## src/rtl/adc_readout_sequencer_if.sv

```systemverilog
// ADC readout sequencer bus bundle.
// Groups the ADC controller handshake, the ADC FIFO controls and the pixel
// output stream. The sequencer uses the master modport; the ADC/FIFO side
// and any pixel consumer use the slave modport.
interface adc_readout_sequencer_if;
    // ADC controller handshake
    logic        adc_start;
    logic        adc_busy;
    logic        adc_data_valid;
    logic [13:0] adc_data_reg;
    // ADC FIFO
    logic [10:0] fifo_level;
    logic        fifo_rd;
    logic        fifo_flush;
    // Pixel output stream
    logic        pix_valid;
    logic [13:0] pix_data;
    logic        pix_sof;
    logic        pix_eol;

    modport master (
        output adc_start, fifo_rd, fifo_flush,
        output pix_valid, pix_data, pix_sof, pix_eol,
        input  adc_busy, adc_data_valid, adc_data_reg, fifo_level
    );

    modport slave (
        input  adc_start, fifo_rd, fifo_flush,
        input  pix_valid, pix_data, pix_sof, pix_eol,
        output adc_busy, adc_data_valid, adc_data_reg, fifo_level
    );
endinterface

```

## src/rtl/adc_readout_sequencer.sv

```systemverilog
// ADC readout sequencer.
// Walks a ROWS x COLS frame one conversion at a time: requests a conversion,
// follows the ADC busy handshake, forwards the returned sample as a pixel
// (with start-of-frame / end-of-line flags) and pops it from the ADC FIFO.
// New conversions stall while the FIFO is at or above LEVEL_HI.
// Optional feature macro: ADC_SEQ_ROW_GAP_EN -- when defined the inter-row
// GAP state lasts ROW_GAP cycles; otherwise it lasts a single cycle.
module adc_readout_sequencer #(
    parameter int COLS     = 64,
    parameter int ROWS     = 32,
    parameter int LEVEL_HI = 2040,
    parameter int ROW_GAP  = 16
) (
    input  logic                           clk,
    input  logic                           rst_n,
    input  logic                           frame_start,
    input  logic                           abort,
    adc_readout_sequencer_if.master        bus,
    output logic [7:0]                     row_idx,
    output logic [7:0]                     col_idx,
    output logic                           seq_busy,
    output logic                           frame_done,
    output logic                           err_drop
);

    // Elaboration-time guard on the supported parameter ranges.
    if (COLS < 2 || COLS > 256 || ROWS < 1 || ROWS > 256 ||
        ROW_GAP < 1 || ROW_GAP > 255) begin : g_param_check
        $error("adc_readout_sequencer: parameter out of range");
    end

    localparam logic [7:0]  COL_MAX = 8'(COLS - 1);
    localparam logic [7:0]  ROW_MAX = 8'(ROWS - 1);
    localparam logic [11:0] LVL_HI  = 12'(LEVEL_HI);
`ifdef ADC_SEQ_ROW_GAP_EN
    localparam logic [7:0]  GAP_LAST = 8'(ROW_GAP - 1);
`endif

    typedef enum logic [3:0] {
        IDLE, FLUSH, START, WAIT_BUSY, WAIT_DONE, NEXT, GAP, ABORT, DONE
    } state_t;

    state_t      state_q;
    logic [7:0]  row_q;
    logic [7:0]  col_q;
    logic [1:0]  wait_cnt_q;   // cycles spent in WAIT_BUSY without busy
    logic        got_q;        // current conversion already delivered a sample
`ifdef ADC_SEQ_ROW_GAP_EN
    logic [7:0]  gap_cnt_q;
`endif
    logic        adc_start_q;
    logic        fifo_rd_q;
    logic        fifo_flush_q;
    logic        pix_valid_q;
    logic [13:0] pix_data_q;
    logic        pix_sof_q;
    logic        pix_eol_q;
    logic        seq_busy_q;
    logic        frame_done_q;
    logic        err_drop_q;

    logic        take_sample;
    logic        fifo_stall;

    // Sample is accepted only in the capture window, and only once per conversion.
    always_comb begin
        take_sample = bus.adc_data_valid && !got_q &&
                      (state_q == WAIT_DONE || state_q == NEXT);
        fifo_stall  = ({1'b0, bus.fifo_level} >= LVL_HI);
    end

    // Sequencer FSM with registered control, counters and pixel outputs.
    always_ff @(posedge clk or negedge rst_n) begin
        if (!rst_n) begin
            state_q      <= IDLE;
            row_q        <= '0;
            col_q        <= '0;
            wait_cnt_q   <= '0;
            got_q        <= 1'b0;
`ifdef ADC_SEQ_ROW_GAP_EN
            gap_cnt_q    <= '0;
`endif
            adc_start_q  <= 1'b0;
            fifo_rd_q    <= 1'b0;
            fifo_flush_q <= 1'b0;
            pix_valid_q  <= 1'b0;
            pix_data_q   <= '0;
            pix_sof_q    <= 1'b0;
            pix_eol_q    <= 1'b0;
            seq_busy_q   <= 1'b0;
            frame_done_q <= 1'b0;
            err_drop_q   <= 1'b0;
        end else begin
            // Single-cycle strobes default low.
            adc_start_q  <= 1'b0;
            fifo_rd_q    <= 1'b0;
            fifo_flush_q <= 1'b0;
            pix_valid_q  <= 1'b0;
            pix_sof_q    <= 1'b0;
            pix_eol_q    <= 1'b0;
            frame_done_q <= 1'b0;

            if (abort && state_q != IDLE && state_q != ABORT) begin
                // Abort wins over everything: no conversion request, no capture.
                state_q <= ABORT;
            end else begin
                case (state_q)
                    IDLE: begin
                        if (frame_start) begin
                            row_q        <= '0;
                            col_q        <= '0;
                            err_drop_q   <= 1'b0;
                            fifo_flush_q <= 1'b1;
                            seq_busy_q   <= 1'b1;
                            state_q      <= FLUSH;
                        end
                    end
                    FLUSH: state_q <= START;
                    START: begin
                        if (!fifo_stall) begin
                            adc_start_q <= 1'b1;
                            wait_cnt_q  <= '0;
                            got_q       <= 1'b0;
                            state_q     <= WAIT_BUSY;
                        end
                    end
                    WAIT_BUSY: begin
                        if (bus.adc_busy) begin
                            state_q <= WAIT_DONE;
                        end else if (wait_cnt_q == 2'd3) begin
                            // ADC never acknowledged: give up on this conversion.
                            err_drop_q <= 1'b1;
                            state_q    <= NEXT;
                        end else begin
                            wait_cnt_q <= wait_cnt_q + 2'd1;
                        end
                    end
                    WAIT_DONE: begin
                        if (!bus.adc_busy) state_q <= NEXT;
                    end
                    NEXT: begin
                        if (!got_q && !bus.adc_data_valid) err_drop_q <= 1'b1;
                        if (col_q < COL_MAX) begin
                            col_q   <= col_q + 8'd1;
                            state_q <= START;
                        end else if (row_q < ROW_MAX) begin
                            col_q   <= '0;
                            row_q   <= row_q + 8'd1;
`ifdef ADC_SEQ_ROW_GAP_EN
                            gap_cnt_q <= '0;
`endif
                            state_q <= GAP;
                        end else begin
                            // Last pixel of the frame: indices hold their final values.
                            frame_done_q <= 1'b1;
                            state_q      <= DONE;
                        end
                    end
                    GAP: begin
`ifdef ADC_SEQ_ROW_GAP_EN
                        if (gap_cnt_q == GAP_LAST) begin
                            state_q <= START;
                        end else begin
                            gap_cnt_q <= gap_cnt_q + 8'd1;
                        end
`else
                        state_q <= START;
`endif
                    end
                    ABORT: begin
                        // Let the in-flight conversion finish before flushing.
                        if (!bus.adc_busy) begin
                            fifo_flush_q <= 1'b1;
                            seq_busy_q   <= 1'b0;
                            state_q      <= IDLE;
                        end
                    end
                    DONE: begin
                        seq_busy_q <= 1'b0;
                        state_q    <= IDLE;
                    end
                    default: begin
                        seq_busy_q <= 1'b0;
                        state_q    <= IDLE;
                    end
                endcase

                if (take_sample) begin
                    got_q       <= 1'b1;
                    pix_valid_q <= 1'b1;
                    fifo_rd_q   <= 1'b1;
                    pix_data_q  <= bus.adc_data_reg;
                    pix_sof_q   <= (row_q == 8'd0) && (col_q == 8'd0);
                    pix_eol_q   <= (col_q == COL_MAX);
                end
            end
        end
    end

    assign bus.adc_start  = adc_start_q;
    assign bus.fifo_rd    = fifo_rd_q;
    assign bus.fifo_flush = fifo_flush_q;
    assign bus.pix_valid  = pix_valid_q;
    assign bus.pix_data   = pix_data_q;
    assign bus.pix_sof    = pix_sof_q;
    assign bus.pix_eol    = pix_eol_q;
    assign row_idx        = row_q;
    assign col_idx        = col_q;
    assign seq_busy       = seq_busy_q;
    assign frame_done     = frame_done_q;
    assign err_drop       = err_drop_q;

endmodule
```

## src/flat_wrapper.sv

```systemverilog
// flat-port wrapper written by rule: the top's interface ports become plain ports
module adc_readout_sequencer_flat 
#(
    parameter int COLS     = 64,
    parameter int ROWS     = 32,
    parameter int LEVEL_HI = 2040,
    parameter int ROW_GAP  = 16
)
  (clk, rst_n, frame_start, abort, row_idx, col_idx, seq_busy, frame_done, err_drop, bus_adc_start, bus_fifo_rd, bus_fifo_flush, bus_pix_valid, bus_pix_data, bus_pix_sof, bus_pix_eol, bus_adc_busy, bus_adc_data_valid, bus_adc_data_reg, bus_fifo_level);
  adc_readout_sequencer_if bus_i ();
  input  logic clk;
  input  logic rst_n;
  input  logic frame_start;
  input  logic abort;
  output logic [7:0] row_idx;
  output logic [7:0] col_idx;
  output logic seq_busy;
  output logic frame_done;
  output logic err_drop;
  output wire logic [$bits(bus_i.adc_start)-1:0] bus_adc_start;
  output wire logic [$bits(bus_i.fifo_rd)-1:0] bus_fifo_rd;
  output wire logic [$bits(bus_i.fifo_flush)-1:0] bus_fifo_flush;
  output wire logic [$bits(bus_i.pix_valid)-1:0] bus_pix_valid;
  output wire logic [$bits(bus_i.pix_data)-1:0] bus_pix_data;
  output wire logic [$bits(bus_i.pix_sof)-1:0] bus_pix_sof;
  output wire logic [$bits(bus_i.pix_eol)-1:0] bus_pix_eol;
  input wire logic [$bits(bus_i.adc_busy)-1:0] bus_adc_busy;
  input wire logic [$bits(bus_i.adc_data_valid)-1:0] bus_adc_data_valid;
  input wire logic [$bits(bus_i.adc_data_reg)-1:0] bus_adc_data_reg;
  input wire logic [$bits(bus_i.fifo_level)-1:0] bus_fifo_level;
  assign bus_adc_start = bus_i.adc_start;
  assign bus_fifo_rd = bus_i.fifo_rd;
  assign bus_fifo_flush = bus_i.fifo_flush;
  assign bus_pix_valid = bus_i.pix_valid;
  assign bus_pix_data = bus_i.pix_data;
  assign bus_pix_sof = bus_i.pix_sof;
  assign bus_pix_eol = bus_i.pix_eol;
  assign bus_i.adc_busy = bus_adc_busy;
  assign bus_i.adc_data_valid = bus_adc_data_valid;
  assign bus_i.adc_data_reg = bus_adc_data_reg;
  assign bus_i.fifo_level = bus_fifo_level;
  adc_readout_sequencer #(.COLS(COLS), .ROWS(ROWS), .LEVEL_HI(LEVEL_HI), .ROW_GAP(ROW_GAP)) u_core (.clk(clk), .rst_n(rst_n), .frame_start(frame_start), .abort(abort), .bus(bus_i), .row_idx(row_idx), .col_idx(col_idx), .seq_busy(seq_busy), .frame_done(frame_done), .err_drop(err_drop));
endmodule
```

## config.mk

```make
export PLATFORM = sky130hd
export DESIGN_NAME = adc_readout_sequencer_flat
export DESIGN_NICKNAME = d
export VERILOG_FILES = /design/src/rtl/adc_readout_sequencer_if.sv /design/src/rtl/adc_readout_sequencer.sv /design/src/flat_wrapper.sv
export SDC_FILE = /design/constraint.sdc
export NUM_CORES = 1
export LEC_CHECK = 0
export BUFFER_PORTS_ARGS = -buffer_cell sky130_fd_sc_hd__buf_4
export CORE_MARGIN = 2
export CORE_UTILIZATION = 40
export CTS_CLUSTER_SIZE = 10
export DETAILED_ROUTE_END_ITERATION = 7
export SYNTH_ARGS = -nofsm -noshare
export SYNTH_HDL_FRONTEND = slang
export SYNTH_SLANG_ARGS = --single-unit
```

## constraint.sdc

```tcl
create_clock -name clk -period 3.5 [get_ports clk]
set_input_delay 0.35 -clock clk [delete_from_list [all_inputs] [get_ports clk]]
set_output_delay 0.35 -clock clk [all_outputs]
set_load 0.02 [all_outputs]
```

== Yosys cells after proc, flatten, opt, wreduce, memory -nomap -nowiden ==
Cells that the tools add are included.

* Flip-flop bits (word level): 45
* Output and inout port bits: 39
* Logic and storage cells: 124

* $add $sub $neg: 3
* Order comparisons: 3
* Eq/ne operators: 26
* Mux-type cells: 49
* Bitwise logic cells: 2
* Reduce and logical (&&, ||, !) cells: 27

{| class="wikitable"
|+ Operators with widths
! operator !! number
|-
| $mux 8 || 5
|-
| $mux 4 || 9
|-
| $pmux 8 s2 || 2
|-
| $pmux 4 s7 || 1
|-
| $mux 1 || 25
|-
| $add 8x1->8 const B || 2
|-
| $eq 4x3->1 const B || 4
|-
| $logic_not 8->1 || 2
|-
| $ne 2x2->1 const B || 8
|-
| $reduce_and 5->1 || 3
|-
| $ge 11x11->1 const B || 1
|-
| $ne 3x3->1 const B || 3
|-
| $eq 4x2->1 const B || 2
|-
| $eq 8x6->1 const B || 1
|-
| $lt 8x5->1 const B || 1
|-
| $lt 8x6->1 const B || 1
|-
| $reduce_and 4->1 || 2
|-
| $logic_and 1x1->1 || 6
|-
| $mux 2 || 3
|-
| $ne 3x2->1 const B || 2
|-
| $pmux 1 s3 || 2
|-
| $reduce_and 6->1 || 1
|-
| $reduce_bool 2->1 || 3
|-
| $reduce_or 6->1 || 1
|-
| other kinds (17) || 20
|}

== Longest topological paths before layout ==
* Depth after elaboration: 5
* Mapped depth: 7

== Worst setup path after synthesis ==
Ideal clock, no wire load.

* Path type: reg-to-reg
* Start: register u_core.col_q[0], in the netlist u_core.col_idx[0]
* End: register u_core.col_q[4], in the netlist u_core.col_idx[4]
* Library setup time: 92 ps
* Arrival: 1733 ps
* Required time: 3408 ps
* Setup slack: 1675 ps
* Cell stages (with the launch flop): 7
* Path buffers: 0
* Period minus slack after synthesis: 1825 ps
* Cells stage by stage: dfrtp_1 > ha_1 > nand3_1 > o21a_1 > o311ai_4 > o21ai_1 > o31ai_2

* Cells in the longest elaborated chain, start to end: 3

{| class="wikitable"
|+ Ends and longest elaborated chain
! what !! line !! text
|-
| start, declared || adc_readout_sequencer.sv:45 || <nowiki>logic [7:0] col_q;</nowiki>
|-
| start signal, assigned || adc_readout_sequencer.sv:144 || <nowiki>col_q <= col_q + 8'd1;</nowiki>
|-
| $add 8x1->8 or $lt 8x6->1 (tied branches) || adc_readout_sequencer.sv:144, adc_readout_sequencer.sv:143 ||
|-
| $mux 8 or $ne 3x3->1 (tied branches) || - ||
|-
| $pmux 8 s2 or $reduce_and 4->1 (tied branches) || - ||
|}

Several ways; a longest one is shown, not always the timed one.
A chain may end at the register's enable or synchronous reset.

== Worst setup path in the final report ==
* Start: register u_core.state_q[0]
* End: register u_core.col_q[4], in the netlist u_core.col_idx[4]

* Cells in the longest elaborated chain, start to end: 5

{| class="wikitable"
|+ Ends and longest elaborated chain
! what !! line !! text
|-
| start, declared || adc_readout_sequencer.sv:43 || <nowiki>state_t state_q;</nowiki>
|-
| start signal, assigned || adc_readout_sequencer.sv:75 || <nowiki>state_q <= IDLE;</nowiki>
|-
| start signal, assigned || adc_readout_sequencer.sv:105 || <nowiki>state_q <= ABORT;</nowiki>
|-
| start signal, assigned || adc_readout_sequencer.sv:115 || <nowiki>state_q <= FLUSH;</nowiki>
|-
| parallel branches: the longest is 5 deep, another holds $eq 4x3->1 || - ||
|}

Several ways; the timed one is not identified.

==> metrics <==
grt total ovfl=0; Hold WC Path Type=input pin to asynchronous set/reset pin; CP top delay family=simple AND/OR/NAND/NOR gates; cell count after synthesis=247; GP Congestion=0.7850; Comb pwr share=0.431; Switch Pwr=about 0.00092 W; yosys synthesis warning count=0; layout cells sized above 1=0.3000; Post-Syn Area=2375 um2; run status=finished clean; Setup Skew=around 7.6 ps; unique cell type count in the Yosys netlist=52; die width=between 80 and 90 um; required time of the worst setup path=approximately 3700 ps; Async S/R FF share, synth=1.000; max_cap viols=0; GRT Total Usage=0.1651; Slew HR=0.5562; Startpoint Class=flip-flop; initial core utilization=0.4083; Routed wire per std cell=13.92 um; Final TNS setup=0 ps; Die H=~81 um; Period minus WS final=between 2000 and 2500 ps; Die Area=between 6000 and 7000 um2; worst-path cell chain=and4bb_2 > o211ai_1 > or2_1 > o31ai_2; post-CTS setup buffer count=0; crit path launch=u_core.state_q[0]; maximum vdd ir drop=between 300 and 400 uV; initial antenna violation count=0; Iter 0 DRT Violations=between 100 and 150; Post-Syn Nets=between 200 and 300; CTS Buf Count=5; Vias/cell=roughly 5.1; register bit total from synthesis=45; power per cell area=between 700 and 800 nW/um2; slowest CP cell=dfrtp_1; fmax=0.4759 GHz; Sequential Power Share=0.394; Final setup viols=0; Final HPWL DP=about 3800 um; Worst Max-Slew Pin Slew=around 670 ps; H-tree level count=2; worst-path maximum fanout=20; port bufs=66; clk root buf=clkbuf_8; fin nets=approximately 350; synth-to-layout area growth=26.71%; critical path class=flip-flop to flip-flop; clock sinks=45; Cells after DPL=between 300 and 400; fin crit share=0.6004; Pint=0.001357 W; Max Slew Vio Count=0; Synth Flop Type=dfrtp_1; r2r startpoint=u_core.state_q[0]; Pre-Repair DR Iteration Count=4; unrepaired setup endpoints after global routing=false; via count=just under 2000; Buf/Inv on CP=0; register area share after synthesis=0.4742; critical path's largest stage delay=about 770 ps; Core ar.=between 5000 and 6000 um2; Ports=70; Non-Filler Instances=slightly below 400; Register Area=around 1100 um2; Post-CTS Hold Buffers=0; # rows=28; WL final=5358 um; Clk pwr share=0.175; Detail Route Antenna Nets=0; Final Hold Viols=0; vias in the first global route=~1800; number of synthesized flops with an enable pin=0; clk buf depth=2; largest net degree at the start of global routing=46; global-route wire length before repair=~8400 um; critical path capture point type=flip-flop; TritonCTS clock tree=built; n_diodes=0; Switching Share=0.4029; PostCTS Resize Cnt=0; Avg Cell Area, Syn=between 9 and 10 um2; clock slew at reported path FFs=90 ps; area of the multi-input gates=1134 um2; latest clock arrival within the worst-skew pair=about 300 ps; Filler Cell Count=between 500 and 600; worst path arrival time=roughly 2300 ps; # DRC=0; P_leak=about 1.5 nW
==> state kept, by name, indices dropped and copies added (netlist names) <==
| signal | count |
|---|---|
| u_core.bus.fifo_rd | 1 |
| u_core.bus.pix_sof | 1 |
| u_core.bus.adc_start | 1 |
| u_core.bus.pix_eol | 1 |
| u_core.wait_cnt_q | 2 |
| u_core.row_idx | 8 |
| u_core.frame_done | 1 |
| u_core.seq_busy | 1 |
| u_core.col_idx | 8 |
| u_core.bus.fifo_flush | 1 |
| u_core.err_drop | 1 |
| u_core.state_q | 4 |
| u_core.got_q | 1 |
| u_core.bus.pix_data | 14 |
==> worst register-to-register path, cell delays in order, from the launching register on <==
cell and delay (ps):
dfrtp_1 770, and4bb_2 420, o211ai_1 220, or2_1 390, o31ai_2 210
==> layer usage <==
metal,vias up,global-route usage,wire length [um]
li1,983,-,-
met1,930,0.2148,2506
met2,60,0.2760,2461
met3,8,0.03556,315
met4,0,0.04915,74
met5,-,0,0
==> metrics by stage <==
stage                     setup WS [ps]  hold slack, ps  utilization  instance area [um2]  power, W
after global routing               1260           81.40       0.5174                 3009  0.002445
after detailed placement           1416           390.0       0.4983                 2898  0.001897
after CTS                          1393           61.21       0.5174                 3009  0.002300
after global placement             1417           398.4       0.4983                 2898  0.001880
final                              1399           37.02       0.5174                 3009  0.002272
after floorplan                    1675           54.41            -                 2375  0.001556
==> area by class of cell <==
cell class,instances,share of cell area
sequential,45,0.3742
tap,75,0.03118
clock buffer,6,0.02412
clock inverter,2,0.01289
inverter,11,0.01372
multi-input combinational,179,0.3767
timing repair buffer,67,0.1672
==> power by group through the flow <==
stage / registers [W] / logic (W) / clock network [W]
6_report: 0.000894 / 0.000980 / 0.000398
5_1_grt: 0.000924 / 0.00109 / 0.000432
4_1_cts: 0.000895 / 0.000996 / 0.000410
3_5_place_dp: 0.000905 / 0.000991 / 0
3_3_place_gp: 0.000901 / 0.000980 / 0
2_1_floorplan: 0.000966 / 0.000590 / 0
==> kinds of logic after synthesis <==
logic type      after synthesis  share of synthesized area
simple gates                123                     0.2682
flops                        45                     0.4742
compound gates               43                     0.1423
buf+inv                      23                    0.04847
mux                           8                    0.04057
fa+ha+maj                     5                    0.02634
==> cells in the mapped netlist, types with 4 or more instances <==
cell,n,area [um2]
nor4_1,5,31.28
a21oi_1,6,30.03
nand3_1,9,45.04
ha_1,5,62.56
nor2_1,11,41.29
nand2b_1,5,31.28
dfrtp_1,45,1126
and2_1,4,25.02
inv_1,9,33.78
o21ai_0,6,30.03
o21ai_1,9,45.04
nor2b_1,4,25.02
mux2i_1,4,40.04
buf_2,5,25.02
nand2_1,58,217.7
nand4_1,4,25.02
==> final timing paths <==
kind | endpoint | slack, ps | cells after the start
setup / recovery | u_core.col_idx[4] | 1400 | 4
hold reg to reg | u_core.bus.pix_data[5] | 480 | 2
max in group asynchronous | u_core.bus.pix_data[2] | 3080 | 1
setup reg to reg | u_core.col_idx[4] | 1400 | 4
hold / removal | u_core.wait_cnt_q[0] | 40 | 1
min in group clk | u_core.bus.pix_data[5] | 230 | 3
==> placed cells by master, fill, tap and decap left out, types with 5 or more instances in the layout <==
cell,netlist,final
buf_4,1,67
nand2_1,58,58
dfrtp_1,45,45
nor2_1,11,11
inv_1,9,9
nand3_1,9,9
o21ai_1,9,9
a21oi_1,6,6
o21ai_0,6,6
nor4_1,5,5
nand2b_1,5,5
ha_1,5,5
clkbuf_8,0,5
Note: power is estimated with default switching activity, not from simulation.
